$ cat config.mk
export PLATFORM = sky130hd
export DESIGN_NAME = mode7_outbuf
export DESIGN_NICKNAME = d
export VERILOG_FILES = /design/src/rtl/mode7_outbuf.sv
export SDC_FILE = /design/constraint.sdc
export NUM_CORES = 1
export LEC_CHECK = 0
export CORE_MARGIN = 2
export CORE_UTILIZATION = 50
export CTS_CLUSTER_DIAMETER = 150
export CTS_CLUSTER_SIZE = 28
export DETAILED_ROUTE_END_ITERATION = 10
export MAX_ROUTING_LAYER = met4
export PLACE_DENSITY = 0.76
export SLEW_MARGIN = 20
export SYNTH_ARGS = -nofsm -noshare
export SYNTH_HDL_FRONTEND = slang
export SYNTH_SLANG_ARGS = --single-unit
$ cat constraint.sdc
create_clock -name clk -period 2.81 [get_ports clk]
set_input_delay 0.4215 -clock clk [delete_from_list [all_inputs] [get_ports clk]]
set_output_delay 0.4215 -clock clk [all_outputs]
set_load 0.02 [all_outputs]
$ cat src/rtl/mode7_outbuf.sv
// Softmax writeback: packs PAIRS element pairs per word and
// streams the words to output memory at consecutive addresses.
module mode7_outbuf #(
  parameter int DATAWIDTH = 16,
  parameter int PAIRS     = 4,
  parameter int ADDRW     = 8
) (
  input  logic                         clk,
  input  logic                         reset_n,
  input  logic                         start,
  input  logic [ADDRW-1:0]             base_addr,
  input  logic [ADDRW:0]               num_words,
  input  logic                         in_valid,
  output logic                         in_ready,
  input  logic [DATAWIDTH-1:0]         in0,
  input  logic [DATAWIDTH-1:0]         in1,
  output logic                         mem_wr_en,
  output logic [ADDRW-1:0]             mem_wr_addr,
  output logic [2*PAIRS*DATAWIDTH-1:0] mem_wr_data,
  input  logic                         mem_wr_ready,
  output logic                         busy,
  output logic                         done
);

  localparam int W  = 2 * PAIRS * DATAWIDTH;
  localparam int JW = (PAIRS > 1) ? $clog2(PAIRS) : 1;
  localparam logic [JW-1:0] LAST = JW'(PAIRS - 1);
  localparam logic [ADDRW:0] ONE = (ADDRW+1)'(1);

  typedef enum logic [1:0] {
    S_IDLE,
    S_RUN,
    S_DONE
  } state_t;

  state_t           state;
  logic [ADDRW:0]   count;
  logic [ADDRW:0]   packed_n;
  logic [ADDRW:0]   written;
  logic [JW-1:0]    slot;
  logic [W-1:0]     pack;
  logic [W-1:0]     pack_nxt;
  logic [W-1:0]     out_data;
  logic             out_valid;
  logic [ADDRW-1:0] addr;
  logic             last_slot;
  logic             accept;
  logic             wr_fire;

  assign last_slot = (slot == LAST);
  assign wr_fire   = out_valid && mem_wr_ready;

  // The closing pair may enter only if the output slot frees this edge
  assign in_ready = (state == S_RUN)
                 && (packed_n < count)
                 && (!last_slot || !out_valid || mem_wr_ready);
  assign accept   = in_valid && in_ready;

  assign mem_wr_en   = out_valid;
  assign mem_wr_addr = addr;
  assign mem_wr_data = out_data;

  always_comb begin
    pack_nxt = pack;
    for (int s = 0; s < PAIRS; s++) begin
      if (slot == JW'(s)) begin
        pack_nxt[2*s*DATAWIDTH +: 2*DATAWIDTH] = {in1, in0};
      end
    end
  end

  always_ff @(posedge clk or negedge reset_n) begin
    if (!reset_n) begin
      state     <= S_IDLE;
      count     <= '0;
      packed_n  <= '0;
      written   <= '0;
      slot      <= '0;
      pack      <= '0;
      out_data  <= '0;
      out_valid <= 1'b0;
      addr      <= '0;
      busy      <= 1'b0;
      done      <= 1'b0;
    end else begin
      unique case (state)
        S_IDLE: begin
          if (start) begin
            addr      <= base_addr;
            count     <= num_words;
            packed_n  <= '0;
            written   <= '0;
            slot      <= '0;
            out_valid <= 1'b0;
            busy      <= 1'b1;
            if (num_words == '0) begin
              state <= S_DONE;
              done  <= 1'b1;
            end else begin
              state <= S_RUN;
            end
          end
        end
        S_RUN: begin
          if (wr_fire) begin
            out_valid <= 1'b0;
            addr      <= addr + ADDRW'(1);
            written   <= written + ONE;
            if (written + ONE == count) begin
              state <= S_DONE;
              done  <= 1'b1;
            end
          end
          // A load on the same edge as a write overrides the clear
          if (accept) begin
            if (last_slot) begin
              out_data  <= pack_nxt;
              out_valid <= 1'b1;
              slot      <= '0;
              packed_n  <= packed_n + ONE;
            end else begin
              pack <= pack_nxt;
              slot <= slot + JW'(1);
            end
          end
        end
        S_DONE: begin
          state <= S_IDLE;
          busy  <= 1'b0;
          done  <= 1'b0;
        end
        default: state <= S_IDLE;
      endcase
    end
  end

endmodule

==> results of run 1 <==
worst max-delay path, delay by kind of cell, from the launching register on:
kind                     cells  cell delay (ns)
AND/OR/NAND/NOR              2             0.39
AO/OA/AOI/OAI                2             0.34
flip-flops                   1             0.40
buffers and inverters        2             0.43
adder cells (fa/ha/maj)      1             0.25
repair_timing:
action | 4_1_cts | 5_1_grt
setup endpoints to repair | 1 | 9
hold buffers | 1 | 0
gates cloned | 0 | 1
buffers inserted | 0 | 2
pin swaps | 0 | 1
resized for setup | 4 | 2
endpoints found under the hold margin | 62 | 0
registers in the layout, summed over array words and instances, names as in the netlist:
| register | count |
|---|---|
| mem_wr_en | 1 |
| slot | 2 |
| mem_wr_addr | 8 |
| mem_wr_data | 128 |
| done | 1 |
| packed_n | 9 |
| count | 9 |
| state | 2 |
| pack | 96 |
| written | 9 |
| busy | 1 |
worst paths after layout:
kind	startpoint	endpoint	slack (ns)	cells after the start
min reg2reg	state[1]	busy	0.48	1
max	count[8]	in_ready	0.08	7
min in group clk	state[1]	busy	0.48	1
max in group asynchronous	reset_n	mem_wr_data[73]	1.50	3
min	reset_n	mem_wr_addr[5]	0.46	2
max reg2reg	count[8]	pack[16]	0.22	8
cell usage after synthesis (4+ instances only):
cell / n / share of area
buf_6: 14 / 0.013
inv_1: 14 / 0.0045
o21ai_0: 128 / 0.055
mux2_4: 5 / 0.0064
nor2b_1: 4 / 0.0021
clkbuf_1: 29 / 0.0093
xnor2_1: 10 / 0.0075
o31ai_1: 10 / 0.0064
dfrtp_1: 266 / 0.57
mux2_1: 7 / 0.0067
mux2_2: 118 / 0.11
or4_1: 4 / 0.0026
ha_1: 15 / 0.016
nand3_1: 17 / 0.0073
mux2i_1: 97 / 0.083
a21oi_1: 22 / 0.0094
buf_2: 13 / 0.0056
nand4_1: 5 / 0.0027
and3_1: 8 / 0.0043
nor2_1: 15 / 0.0048
nand2_1: 138 / 0.044
cell type report:
cell class	instances	area share
sequential	266	0.464
multi-input combinational	642	0.328
timing repair buffer	212	0.152
tap	319	0.0278
clock buffer	13	0.0227
inverter	14	0.00366
clock inverter	2	0.00175
antenna	1	0.000175
power breakdown:
part / internal [mW] / switching (mW) / total (mW)
sequential: 5.56 / 0.984 / 6.55
clock: 0.864 / 1.21 / 2.07
combinational: 3.92 / 4.10 / 8.02
total: 10.4 / 6.29 / 16.6
cells by family (layout without fill, tap and decap cells):
group / count (synthesis) / in the layout
compound gates: 175 / 175
xor+xnor: 13 / 13
fa+ha+maj: 15 / 15
buf+inv: 70 / 241
flops: 266 / 266
mux: 227 / 227
other cells: 0 / 1
simple gates: 212 / 212
metrics by stage:
stage               worst slack (ns)  instances
floorplan                      0.557        978
global placement               0.236       1449
detailed placement             0.200       1449
CTS                           0.0303       1465
global route                  0.0145       1469
finish                        0.0825       1469
routing by layer:
layer  vias up  share of wire
li1       3759              -
met1      3955           0.45
met2       161           0.48
met3        27          0.056
met4         0          0.016
met5         -              0
==> results.sh, run 1 <==
export IMPL_status="finished clean"
export IMPL_fill_cells=1901
export IMPL_synth_fp_nets=1047
export IMPL_syn_area_um2=11700
export IMPL_routed_wl_mm=26.3
export IMPL_hold_viol_final=0
export IMPL_track_usage=0.215
export IMPL_boundaryPins=194
export IMPL_setup_viol=0
export IMPL_place_hpwl_mm=17.1
export IMPL_avgSynthCellArea_um2=12.0
export IMPL_grt_pass1_wl_mm=41.0
export IMPL_num_vias=7902
export IMPL_routedWlPerCell_um=17.9
export IMPL_seq_area_um2=6660
export IMPL_finalInstanceArea_um2=14300
export IMPL_nets=1218
export IMPL_worst_setup_path_type="flop to primary output"
export IMPL_drtPass1Iterations=4
export IMPL_core_area_um2=23300
export IMPL_mostFrequentLayoutCells="dfrtp_1 (266), clkdlybuf4s50_1 (191), nand2_1 (138)"
export IMPL_root_buffer="clkbuf_16"
export IMPL_yosysSeqAreaShare=0.568
export IMPL_drv_cap=0
export IMPL_synth_warning_count=0
export IMPL_drive_gt1_frac=0.150
export IMPL_synthArstFlopShare=1.00
export IMPL_layout_commonest_cell="dfrtp_1"
export IMPL_crit_path_end_kind="primary output"
export IMPL_worst_pin_slew_ns=0.688
export IMPL_synth_fa_ha_area_frac=0.0160
export IMPL_setup_worst_path_start_class="flop"
export IMPL_antenna_found_initial=1
export IMPL_synth_edff_count=0
export IMPL_drcViolationCount=0
export IMPL_syn_instance_count=978
export IMPL_slew_headroom=0.539
export IMPL_vdd_drop_max_mv=0.651
export IMPL_grt_max_degree=148
export IMPL_busiest_layer="met2"
export IMPL_crit_slowest_cell="dfrtp_1"
export IMPL_synth_flop_cell="dfrtp_1"
export IMPL_numCtsBuffers=13
export IMPL_fin_crit_sh=0.971
export IMPL_start_util=0.504
export IMPL_period_minus_slack_ns=2.73
export IMPL_grt_pass1_vias=7787
export IMPL_rsz0062_at_grt="no"
export IMPL_skew_ns=0.0316
export IMPL_slowest_delay_ns=0.40
export IMPL_hold_class="input port to asynchronous set/reset pin"
export IMPL_placed_cell_area_um2=13900
export IMPL_clk_pin_slew_ns=0.11
export IMPL_timing_hold_ws_ns=0.457
export IMPL_ys_types=45
export IMPL_power_mw=16.6
export IMPL_leakage_nw=6.27
export IMPL_die_w_um=157
export IMPL_cts_htree_levels=1
export IMPL_crit_arrival_ns=2.31
export IMPL_use_met2=0.339
export IMPL_synthMuxAreaShare=0.209
export IMPL_fin_util=0.616
export IMPL_grt_met1_usage=0.293
export IMPL_io_buffer_count=193
export IMPL_die_y_um=157
export IMPL_crit_fanout=4
export IMPL_ant_nets=0
export IMPL_cts_sinks=266
export IMPL_synth_xor_area_share=0.00972
export IMPL_multi_input_area_um2=4700
export IMPL_slew_viol_final=0
export IMPL_synthSimpleGateAreaFrac=0.0827
export IMPL_drtIter0Drc=462
export IMPL_vias_per_cell=5.38
export IMPL_required_ns=2.39
export IMPL_clock_fmax_mhz=367
export IMPL_grt_overflow=0
export IMPL_fp_row_count=56
export IMPL_dieArea_um2=24700
export IMPL_synth_compound_area_frac=0.0812
export IMPL_clk_latency_ns=0.50
export IMPL_setup_tns_ns=0
export IMPL_synth_top_family_by_area="multiplexers"
export IMPL_use_met3=0.0407
export IMPL_cts_tree="yes"
export IMPL_power_density_nw_per_um2=1160
export IMPL_syn2layout_area_growth_pct=22.4
export IMPL_clockBufferDepth=3
export IMPL_crit_chain="inv_1 -> ha_4 -> and4_4 -> o21a_1 -> a41oi_2 -> and2_1 -> clkdlybuf4s15_2"
export IMPL_ys_ff_latch=266
export IMPL_place_gp_congestion=0.832
Power figures use the tool's default switching activity.
==> inputs of run 2 (changes only) <==
--- a/config.mk
+++ b/config.mk
@@ -5,13 +5,14 @@
 export SDC_FILE = /design/constraint.sdc
 export NUM_CORES = 1
 export LEC_CHECK = 0
+export CAP_MARGIN = 25
 export CORE_MARGIN = 2
 export CORE_UTILIZATION = 50
 export CTS_CLUSTER_DIAMETER = 150
 export CTS_CLUSTER_SIZE = 28
 export DETAILED_ROUTE_END_ITERATION = 10
 export MAX_ROUTING_LAYER = met4
-export PLACE_DENSITY = 0.76
+export PLACE_DENSITY = 0.79
 export SLEW_MARGIN = 20
 export SYNTH_ARGS = -nofsm -noshare
 export SYNTH_HDL_FRONTEND = slang
==> run 2 against run 1 <==
Against the previous run: critical path depth shrank 1; clock-buffer cell count unchanged; combinational power rose by 0.6%; fmax grew 3.2%; critical path type unchanged; critical endpoint unchanged; largest cell class unchanged.
==> results.sh, run 2 (same netlist as run 1, synthesis figures left out) <==
export IMPL_crit_chain="ha_1 -> and2_0 -> o21a_1 -> a41oi_4 -> and2_1 -> buf_2"
export IMPL_nets=1223
export IMPL_stdcell_count=1473
export IMPL_ant_nets=0
export IMPL_worstReg2RegStart="packed_n[4]"
export IMPL_power_density_nw_per_um2=1170
export IMPL_clk_latency_ns=0.50
export IMPL_worst_pin_slew_ns=0.812
export IMPL_boundaryPins=194
export IMPL_drtPass1Iterations=4
export IMPL_drcViolationCount=0
export IMPL_dp_cells=1456
export IMPL_vdd_drop_max_mv=0.678
export IMPL_reg2reg_to="pack[82]"
export IMPL_routedWlPerCell_um=18.1
export IMPL_slew_headroom=0.456
export IMPL_crit_buf_inv=1
export IMPL_setup_viol=0
export IMPL_num_vias=7937
export IMPL_setup_tns_ns=0
export IMPL_core_area_um2=23300
export IMPL_routed_wl_mm=26.7
export IMPL_crit_path_end_kind="primary output"
export IMPL_leakage_nw=6.30
export IMPL_period_minus_slack_ns=2.64
export IMPL_fin_crit_sh=0.940
export IMPL_fin_util=0.618
export IMPL_root_buffer="clkbuf_16"
export IMPL_place_gp_congestion=0.890
export IMPL_fp_row_count=56
export IMPL_numCtsBuffers=13
export IMPL_status="finished clean"
export IMPL_vias_per_cell=5.39
export IMPL_drive_gt1_frac=0.153
export IMPL_die_w_um=157
export IMPL_r2r_cells=7
export IMPL_largest_reg_flops=128
export IMPL_dp_worst_setup_slack_ns=0.179
export IMPL_worst_setup_path_type="flop to primary output"
export IMPL_crit_arrival_ns=2.22
export IMPL_crit_family="flip-flops"
export IMPL_cts_sinks=266
export IMPL_finalWorstSetupSlack_ns=0.168
export IMPL_diodes=0
export IMPL_grt_overflow=0
export IMPL_io_buffer_count=193
export IMPL_cts_tree="yes"
export IMPL_slowest_delay_ns=0.46
export IMPL_timing_hold_ws_ns=0.466
export IMPL_crit_fanout=6
export IMPL_cts_htree_levels=1
export IMPL_rsz0062_at_grt="no"
export IMPL_drv_cap=0
export IMPL_die_y_um=157
export IMPL_slew_viol_final=0
export IMPL_antenna_found_initial=0
export IMPL_clockBufferDepth=3
export IMPL_grt_max_degree=81
export IMPL_grt_pass1_vias=8093
export IMPL_start_util=0.504
export IMPL_drtIter0Drc=490
export IMPL_hold_viol_final=0
export IMPL_place_hpwl_mm=18.1
export IMPL_mostFrequentLayoutCells="dfrtp_1 (266), clkdlybuf4s50_1 (191), nand2_1 (138)"
export IMPL_required_ns=2.39
export IMPL_reg2reg_slack_ns=0.21
export IMPL_setup_worst_path_start_class="flop"
export IMPL_layout_commonest_cell="dfrtp_1"
export IMPL_skew_ns=0.0174
export IMPL_dieArea_um2=24700
export IMPL_syn2layout_area_growth_pct=22.6
export IMPL_clock_fmax_mhz=378
export IMPL_crit_slowest_cell="dfrtp_1"
export IMPL_track_usage=0.225
export IMPL_cp_startpoint="packed_n[4]"
export IMPL_clk_pin_slew_ns=0.11
export IMPL_grt_pass1_wl_mm=43.1
export IMPL_hold_class="input port to asynchronous set/reset pin"
run 2: report_power, final:
group          leakage [nW]  internal, mW  switching, mW
registers              3.26          5.56           1.03
clock network         0.172         0.864           1.22
logic                  2.87          3.96           4.12
total                  6.30          10.4           6.36
run 2: worst register-to-register path, cell delays in order (launching register included):
cell	delay, ns
dfrtp_1	0.46
ha_1	0.35
and2_0	0.16
o21a_1	0.20
a41oi_4	0.24
and4b_4	0.35
nand2_4	0.33
mux2_2	0.42
run 2: how the worst max path moves through the flow:
stage | end | slack, ns | depth (start not counted)
CTS | in_ready | 0.02 | 7
global route | in_ready | 0.08 | 7
floorplan | mem_wr_data[100] | 0.56 | 10
detailed placement | pack[82] | 0.18 | 8
global placement | pack[76] | 0.25 | 7
finish | in_ready | 0.17 | 6
run 2: cell type report:
type / count / area (um2)
tap: 319 / 399
timing repair buffer: 217 / 2210
sequential: 266 / 6660
fill: 1901 / 8900
clock inverter: 2 / 25.0
clock buffer: 13 / 325
inverter: 14 / 52.6
multi-input combinational: 642 / 4690
run 2: metrics by stage:
stage | instance area [um2] | power [mW]
after floorplan | 11700 | 11.5
after global placement | 14000 | 14.5
after detailed placement | 14000 | 14.8
after CTS | 14400 | 16.9
after global routing | 14400 | 17.8
final | 14400 | 16.7
run 2: timing repair:
action | in CTS | in global routing
endpoints found under the setup margin | 1 | 1
hold endpoints to repair | 68 | 0
gates resized for setup | 3 | 4
buffers inserted | 0 | 1
hold buffers | 1 | 0
pin swaps | 0 | 1
run 2: routing by layer:
layer | share of wire | up-vias | global-route usage
li1 | - | 3770 | -
met5 | 0 | - | -
met3 | 0.051 | 33 | 0.0443
met2 | 0.49 | 169 | 0.370
met1 | 0.44 | 3965 | 0.293
met4 | 0.020 | 0 | 0.0511
